==> config.mk <==
export PLATFORM = sky130hd
export DESIGN_NAME = write_buffer
export DESIGN_NICKNAME = d
export VERILOG_FILES = /design/src/rtl/write_buffer.sv
export SDC_FILE = /design/constraint.sdc
export NUM_CORES = 1
export LEC_CHECK = 0
export CORE_ASPECT_RATIO = 1.25
export CORE_MARGIN = 2
export CORE_UTILIZATION = 58
export DETAILED_ROUTE_END_ITERATION = 8
export GPL_ROUTABILITY_DRIVEN = 0
export PLACE_DENSITY = 0.9
export RECOVER_POWER = 25
export SYNTH_ARGS = -nofsm -noshare
export SYNTH_HDL_FRONTEND = slang
export SYNTH_SLANG_ARGS = --single-unit
export TNS_END_PERCENT = 30
==> constraint.sdc <==
create_clock -name clk -period 12.7 [get_ports clk]
set_input_delay 2.54 -clock clk [delete_from_list [all_inputs] [get_ports clk]]
set_output_delay 2.54 -clock clk [all_outputs]
set_load 0.005 [all_outputs]
==> src/rtl/write_buffer.sv <==
// Posted write buffer between a cache and main memory: a circular FIFO of {addr, data}
// entries, drained opportunistically. Optional macro WBUF_FORWARD_EN enables read forwarding.
module write_buffer #(
  parameter int DEPTH = 4
) (
  input  logic                       clk,
  input  logic                       reset,
  input  logic                       c_read_en,
  input  logic                       c_write_en,
  input  logic [31:0]                c_addr,
  input  logic [31:0]                c_wdata,
  output logic [31:0]                c_rdata,
  output logic                       stall,
  output logic                       mem_write_en,
  output logic [31:0]                mem_addr,
  output logic [31:0]                mem_wdata,
  input  logic [31:0]                mem_rdata,
  output logic [$clog2(DEPTH):0]     count
);

  localparam int PW = $clog2(DEPTH);
  localparam int CW = PW + 1;

  logic [31:0]      addr_q [DEPTH];
  logic [31:0]      data_q [DEPTH];
  logic [DEPTH-1:0] valid_q;
  logic [PW-1:0]    head;
  logic [PW-1:0]    tail;
  logic [CW-1:0]    count_q;

  logic          hit;
  logic [PW-1:0] hit_idx;
  logic          match;
  logic          fwd;
  logic          port_need;
  logic          force_drain;
  logic          full;
  logic          drain;
  logic          head_hit;
  logic          alloc;
  logic          upd;

  // Stored addresses are unique, so at most one entry can hit.
  always_comb begin
    hit     = 1'b0;
    hit_idx = '0;
    for (int i = 0; i < DEPTH; i++) begin
      if (valid_q[i] && (addr_q[i] == c_addr)) begin
        hit     = 1'b1;
        hit_idx = PW'(i);
      end
    end
  end

  assign match = hit & ~reset;

`ifdef WBUF_FORWARD_EN
  assign fwd         = c_read_en & match;
  assign port_need   = c_read_en & ~match;
  assign force_drain = 1'b0;
`else
  // A read hit must wait until the matching entry has reached memory.
  assign fwd         = 1'b0;
  assign port_need   = c_read_en;
  assign force_drain = c_read_en & match;
`endif

  assign full     = (count_q == CW'(DEPTH));
  assign drain    = ~reset & (count_q != '0) & (~port_need | full | force_drain);
  assign head_hit = drain & c_write_en & match & (hit_idx == head);
  assign alloc    = ~reset & c_write_en & ~match;
  assign upd      = ~reset & c_write_en & match & ~head_hit;

  assign mem_write_en = drain;
  assign mem_addr     = drain ? addr_q[head] : c_addr;
  assign mem_wdata    = head_hit ? c_wdata : data_q[head];
  assign stall        = c_read_en & port_need & drain;
  assign c_rdata      = fwd ? data_q[hit_idx] : mem_rdata;
  assign count        = count_q;

  always_ff @(posedge clk) begin
    if (reset) begin
      head    <= '0;
      tail    <= '0;
      count_q <= '0;
      valid_q <= '0;
    end else begin
      if (drain) begin
        valid_q[head] <= 1'b0;
        head          <= head + 1'b1;
      end
      // When full, the drained slot is the tail slot, so the allocation must win.
      if (alloc) begin
        valid_q[tail] <= 1'b1;
        tail          <= tail + 1'b1;
      end
      count_q <= count_q + CW'(alloc) - CW'(drain);
    end
  end

  // Payload needs no reset; valid_q gates every use of it.
  always_ff @(posedge clk) begin
    if (upd) begin
      data_q[hit_idx] <= c_wdata;
    end
    if (alloc) begin
      addr_q[tail] <= c_addr;
      data_q[tail] <= c_wdata;
    end
  end

endmodule

Yosys cells after proc, flatten, opt, wreduce, memory -nomap -nowiden
Memories as Yosys holds them, arrays and structs flattened. A register that Yosys moved wholly into a read port is not among the register bits.
Cells that the tools add are included.
{"block": "totals", "reg_bits": 11, "ramBits": 256, "out_inout_bits": 101, "elab_cells": 76, "memories": 2}
{"name": "addr_q", "depth": 4, "width": 32, "read_ports": 5, "rd_clocked_by_memory_dff": 1, "wr": 1, "line": "24", "source": "logic [31:0] addr_q [DEPTH];"}
{"name": "data_q", "depth": 4, "width": 32, "read_ports": 1, "rd_clocked_by_memory_dff": 1, "wr": 1, "line": "25", "source": "logic [31:0] data_q [DEPTH];"}
{"block": "op_classes", "addsub": 4, "n_lt_le_gt_ge": 4, "n_eq_ne": 6, "mux": 27, "bitwise": 21, "n_reduce_logical": 8}
{"cell": "equality test 32 bit", "count": 4}
{"cell": "2-to-1 mux 32 bit", "count": 3}
{"cell": "OR reduction 32 bit", "count": 1}
{"cell": "2-to-1 mux 2 bit", "count": 7}
{"cell": "AND 1 bit", "count": 12}
{"cell": "2-to-1 mux 1 bit", "count": 12}
{"cell": "2-to-1 mux 4 bit", "count": 3}
{"cell": "logical AND 1 bit", "count": 6}
{"cell": "< comparator 2 x 3 -> 1 bit, second input constant", "count": 2}
{"cell": "adder 2 x 1 -> 2 bit, second input constant", "count": 2}
{"cell": "AND 4 bit", "count": 1}
{"cell": "demux 1 bit (select 2 bit)", "count": 2}
{"cell": ">= comparator 2 x 1 -> 1 bit, second input constant", "count": 2}
{"cell": "NOT 1 bit", "count": 4}
{"cell": "NOT 4 bit", "count": 1}
{"cell": "bitwise OR 4 bit", "count": 1}
{"cell": "adder 3 x 1 -> 3 bit", "count": 1}
{"cell": "equality test 3 bit, second input constant", "count": 1}
{"cell": "nonzero test 3 bit", "count": 1}
{"cell": "subtractor 3 x 1 -> 3 bit", "count": 1}
{"cell": "equality test 2 bit", "count": 1}
{"cell": "bitwise OR 1 bit", "count": 2}

Longest topological paths before layout
An unclocked memory read counts as a cell.
{"block": "logic_depth", "ltp_word": 19, "ltp_mapped": 18, "mapped_depth_nobuf": 15}

Worst setup path before layout
OpenSTA, ideal clock, no wires.
{"block": "synth_timing", "kind": "input to output", "startpoint": "input c_addr[31]", "endpoint": "output mem_wdata[10]", "arrival_ns": 5.252, "required_ns": 10.160, "setup_slack_ns": 4.908, "cell_stages": 10, "n_path_buf": 2, "cell_sequence": "clkbuf_1 > xor2_1 > nor4_1 > nand4_1 > or4_1 > and2_1 > or3_1 > a2111o_1 > buf_6 > mux2_4"}
{"block": "synth_via", "elab_chain_cells": 14, "elab_cells_between_ends": 24, "cone_classes": "eq/ne: 5; mux: 8; bitwise: 7; reduce/logical: 4"}
{"element": "start, declared", "line": "10", "source": "input logic [31:0] c_addr,"}
{"element": "equality test 32 bit", "line": "48", "source": "if (valid_q[i] && (addr_q[i] == c_addr)) begin"}
{"element": "logical AND 1 bit", "line": "48"}
{"element": "2-to-1 mux 1 bit (4 in series)", "line": "48"}
{"element": "AND 1 bit", "line": "55", "source": "assign match = hit & ~reset;"}
{"element": "AND 1 bit", "line": "65", "source": "assign force_drain = c_read_en & match;"}
{"element": "bitwise OR 1 bit", "line": "69", "source": "assign drain = ~reset & (count_q != '0) & (~port_need | full | force_drain);"}
{"element": "AND 1 bit", "line": "69"}
{"element": "AND 1 bit (2 in series)", "line": "70", "source": "assign head_hit = drain & c_write_en & match & (hit_idx == head);"}
{"element": "AND 1 bit (*)", "line": "70"}
{"element": "2-to-1 mux 32 bit (*)", "line": "76", "source": "assign mem_wdata = head_hit ? c_wdata : data_q[head];"}
{"element": "end, declared", "line": "16", "source": "output logic [31:0] mem_wdata,"}
Every way passes the cells marked *; elsewhere a longest branch is shown, timed or not.

Worst setup path after layout
{"block": "layout_timing", "startpoint": "input c_addr[22]", "endpoint": "output mem_wdata[1]"}
The elaborated chain is that of the path after synthesis.

==> impl_results.md <==
- Final ANT Viol Nets: 0
- Tmin final: around 9.7 ns
- Clock latency of the later-clocked register in the worst-skew pair: about 0.53 ns
- CP cell instances: dlygate4sd3_1 -> xor2_1 -> nor4_1 -> nand4_1 -> or4_1 -> nand4_1 -> o21ai_4 -> buf_4 -> a2111o_2 -> mux2_4 -> clkdlybuf4s50_1
- TritonRoute pass-1 iters: 7
- Maximum number of pins on one net before global-route repair: 65
- Clock network power share: roughly a third
- Warnings from Yosys: 0
- Number of vias in the routed layout: ~7500
- Power per cell area: roughly 170 nW/um^2
- Routed wire per std cell: 25.1 um
- Internal cell power: slightly below 2 mW
- Area delta synth->final: 17.6%
- Combinational Power Share: between 20 and 30%
- Worst slack, placed: a little over 3 ns
- Die outline area: about 24000 um^2
- Die span in x: roughly 140 um
- I/O pin count: approximately 200
- Largest area contributor in the netlist: edfxtp_1
- Most repeated cell in the gate-level netlist after synthesis: edfxtp_1
- Share of post-route cells with drive strength above 1: about 22%
- CP Data Required Time: between 10 and 15 ns
- Post-synthesis average cell area: around 16 um^2
- Outcome: complete, no violations
- Category of the worst setup path capture point: output port
- Final-layout setup total negative slack: 0 ns
- Die boundary height: about 170 um
- CTS clock-pin slew for the worst setup and hold paths: roughly 0.070 ns
- Max VDD drop: approximately 130 uV
- Max-slew headroom: roughly 27%
- Total of max-cap violations: 0
- Largest driver fanout on the critical path: between 40 and 50
- Via count of the first global-routing pass: 7620
- Summed instance area of the synthesized netlist: approximately 13000 um^2
- Maximum clock path buffer count: 3
- Cell types with the largest area share after synthesis: edfxtp_1 59%, mux4_2 11%, xnor2_1 6.3%, mux2_4 3.5%, mux2_2 3.0%
- Number of buffers created by CTS: 26
- Unrepaired setup endpoints after global routing: false
- Cells after Synth: ~800
- Number of hold-repair buffers added at the cts stage: 0
- Post-Layout Inst Area: 15300 um^2
- Deepest level of the CTS H-tree: 1
- Post-layout net count: 1000
- Count of state elements after synthesis: 269
- Detailed-route DRC error count: 0
- DRT iter0 DRCs: around 740
- Kind of start point of the critical path: input pin
- Largest incremental delay on the critical path: about 0.93 ns
- Main flop type after synthesis: edfxtp_1
- Clock root cell: clkbuf_16
- Switching share of power: 25.7%
- Std-Cell Rows: 61
- Standard cell core area: between 20000 and 25000 um^2
- Family with the most delay on the worst path: buffers and inverters
- Number of unique standard cell types used by synthesis: 45
- Number of clock sinks: around 270
- Maximum operating frequency: 0.104 GHz
- Via-per-instance ratio: 6.31
- GRT Residual Overflow: 0
- Post-CTS setup buffer count: 0
- Count of input and output buffers: ~140
- Crit path kind: in -> out
- Type of the most critical hold path: reg -> reg
- Static Leak: 4.94 nW
- Final Cycle Share: 76.0%
- Net count of the mapped netlist: 915
- Worst Skew: about 0.013 ns
- Arrival time at the worst endpoint: slightly above 7 ns
- Net Sw Power: a little under 700 uW
- Part of the total power dissipated in sequential elements: 39.2%
- Post-synth EDFFs: 256
- Final setup slack of the worst path: ~3.0 ns
- Post-cts resize count: 0
- Count of pins over their slew limit: 0
- Detailed Place HPWL: a little under 20000 um
- Global-route wire length before repair: 44600 um
- GRT Overall Usage: approximately a quarter
- Final Hold Vio Count: 0
- Final setup violation count: 0
- Dpl cell area: roughly 14000 um^2
- Sequential fraction of the synthesis area: around three fifths
- Clock tree from TritonCTS: yes
- Async set-or-reset flop fraction in the synthesized netlist: 0%
- Number of antenna violations at the first check in global routing: 1
- Ranking of synthesized cells by instance count: 256 x edfxtp_1, 94 x xnor2_1, 64 x mux4_2
- Cell with the largest stage delay on the worst path: a2111o_2
- Top cell type's share of synthesized area: 59.1%
- Initial cell density of the core: 58.8%
- Dominant cell type by count on the critical path: nand4_1
- Worst-Margin Slew: roughly 1.1 ns
- Wire length after detailed routing: about 30000 um
- Worst path buffer plus inverter count: 3
[worst reg2reg max path, stage by stage (launching register included)]
cell       delay, ns
edfxtp_1        0.40
xor2_1          0.20
nor4_1          0.36
nand4_1         0.14
or4_1           0.63
nand4_1         0.25
o21ai_4         0.06
buf_4           0.32
a2111oi_1       1.04
nor4_2          0.11
buf_4           0.32
[kinds of logic (layout without fill, tap and decap cells)]
kind of cell,after synthesis,in the layout,synth area share [%]
flip-flops,269,269,61.1
adder cells (fa/ha/maj),11,11,1.12
XOR/XNOR,131,131,8.82
AO/OA/AOI/OAI,23,23,1.16
multiplexers,129,129,17.6
buffers and inverters,105,210,4.20
other,0,1,0
AND/OR/NAND/NOR,136,136,5.99
[cells in the final DEF, fill, tap and decap left out, drive strengths merged, types with 5 or more instances in the layout]
master | netlist | layout
buf | 45 | 8
bufinv | 0 | 6
clkbuf | 42 | 27
clkdlybuf4s50 | 0 | 96
clkinv | 0 | 8
clkinvlp | 0 | 6
dfxtp | 13 | 13
dlygate4sd3 | 0 | 40
edfxtp | 256 | 256
ha | 10 | 10
inv | 18 | 19
mux2 | 65 | 65
mux4 | 64 | 64
nand2 | 23 | 23
nand2b | 5 | 5
nand3 | 7 | 7
nand4 | 36 | 36
nor2 | 12 | 12
nor3 | 7 | 7
nor4 | 23 | 23
nor4b | 6 | 6
o21ai | 8 | 8
xnor2 | 94 | 94
xor2 | 37 | 37
[final timing paths]
kind | cells past startpoint | endpoint | slack, ns | start
hold / removal | 2 | valid_q[2] | 0.52 | valid_q[2]
hold reg to reg | 2 | valid_q[2] | 0.52 | valid_q[2]
setup reg to reg | 10 | data_q[3][21] | 8.55 | addr_q[0][28]
setup / recovery | 11 | mem_wdata[1] | 3.04 | c_addr[22]
[power by group through the flow]
stage	clock [mW]	combinational (mW)	sequential [mW]
2_1_floorplan	0	0.464	1.03
3_3_place_gp	0	0.742	1.05
3_5_place_dp	0	0.751	1.05
4_1_cts	0.858	0.763	1.04
5_1_grt	0.888	0.802	1.04
6_report	0.851	0.751	1.03
[final cells by class]
type                       instances  area (um^2)
sequential                       269         7950
fill                            1416         6840
multi-input combinational        430         4550
timing repair buffer             144         1420
clock buffer                      27          676
tap                              283          354
clock inverter                    21          275
inverter                          18         67.6
antenna                            1         2.50
[registers in the layout (all words and copies together) (netlist names), named ones only]
signal	cells
addr_q	128
count	3
data_q	128
head	2
valid_q	4
tail	2
[stage by stage]
step           util (%)  hold slack, ns  power, mW  cells
2_1_floorplan         -           0.458       1.50    804
3_3_place_gp       64.8           0.485       1.80   1144
3_5_place_dp       64.8           0.500       1.81   1144
4_1_cts            69.1           0.511       2.66   1192
5_1_grt            69.1           0.555       2.73   1193
6_report           69.1           0.516       2.64   1193
[per-layer routing]
layer	vias up	track usage, %	share of wire [%]
met5	-	0	0
met4	0	12.7	5.4
met1	3751	32.6	36
met2	433	42.3	50
li1	3231	-	-
met3	116	5.10	8.3
(Power assumes the default switching activity.)
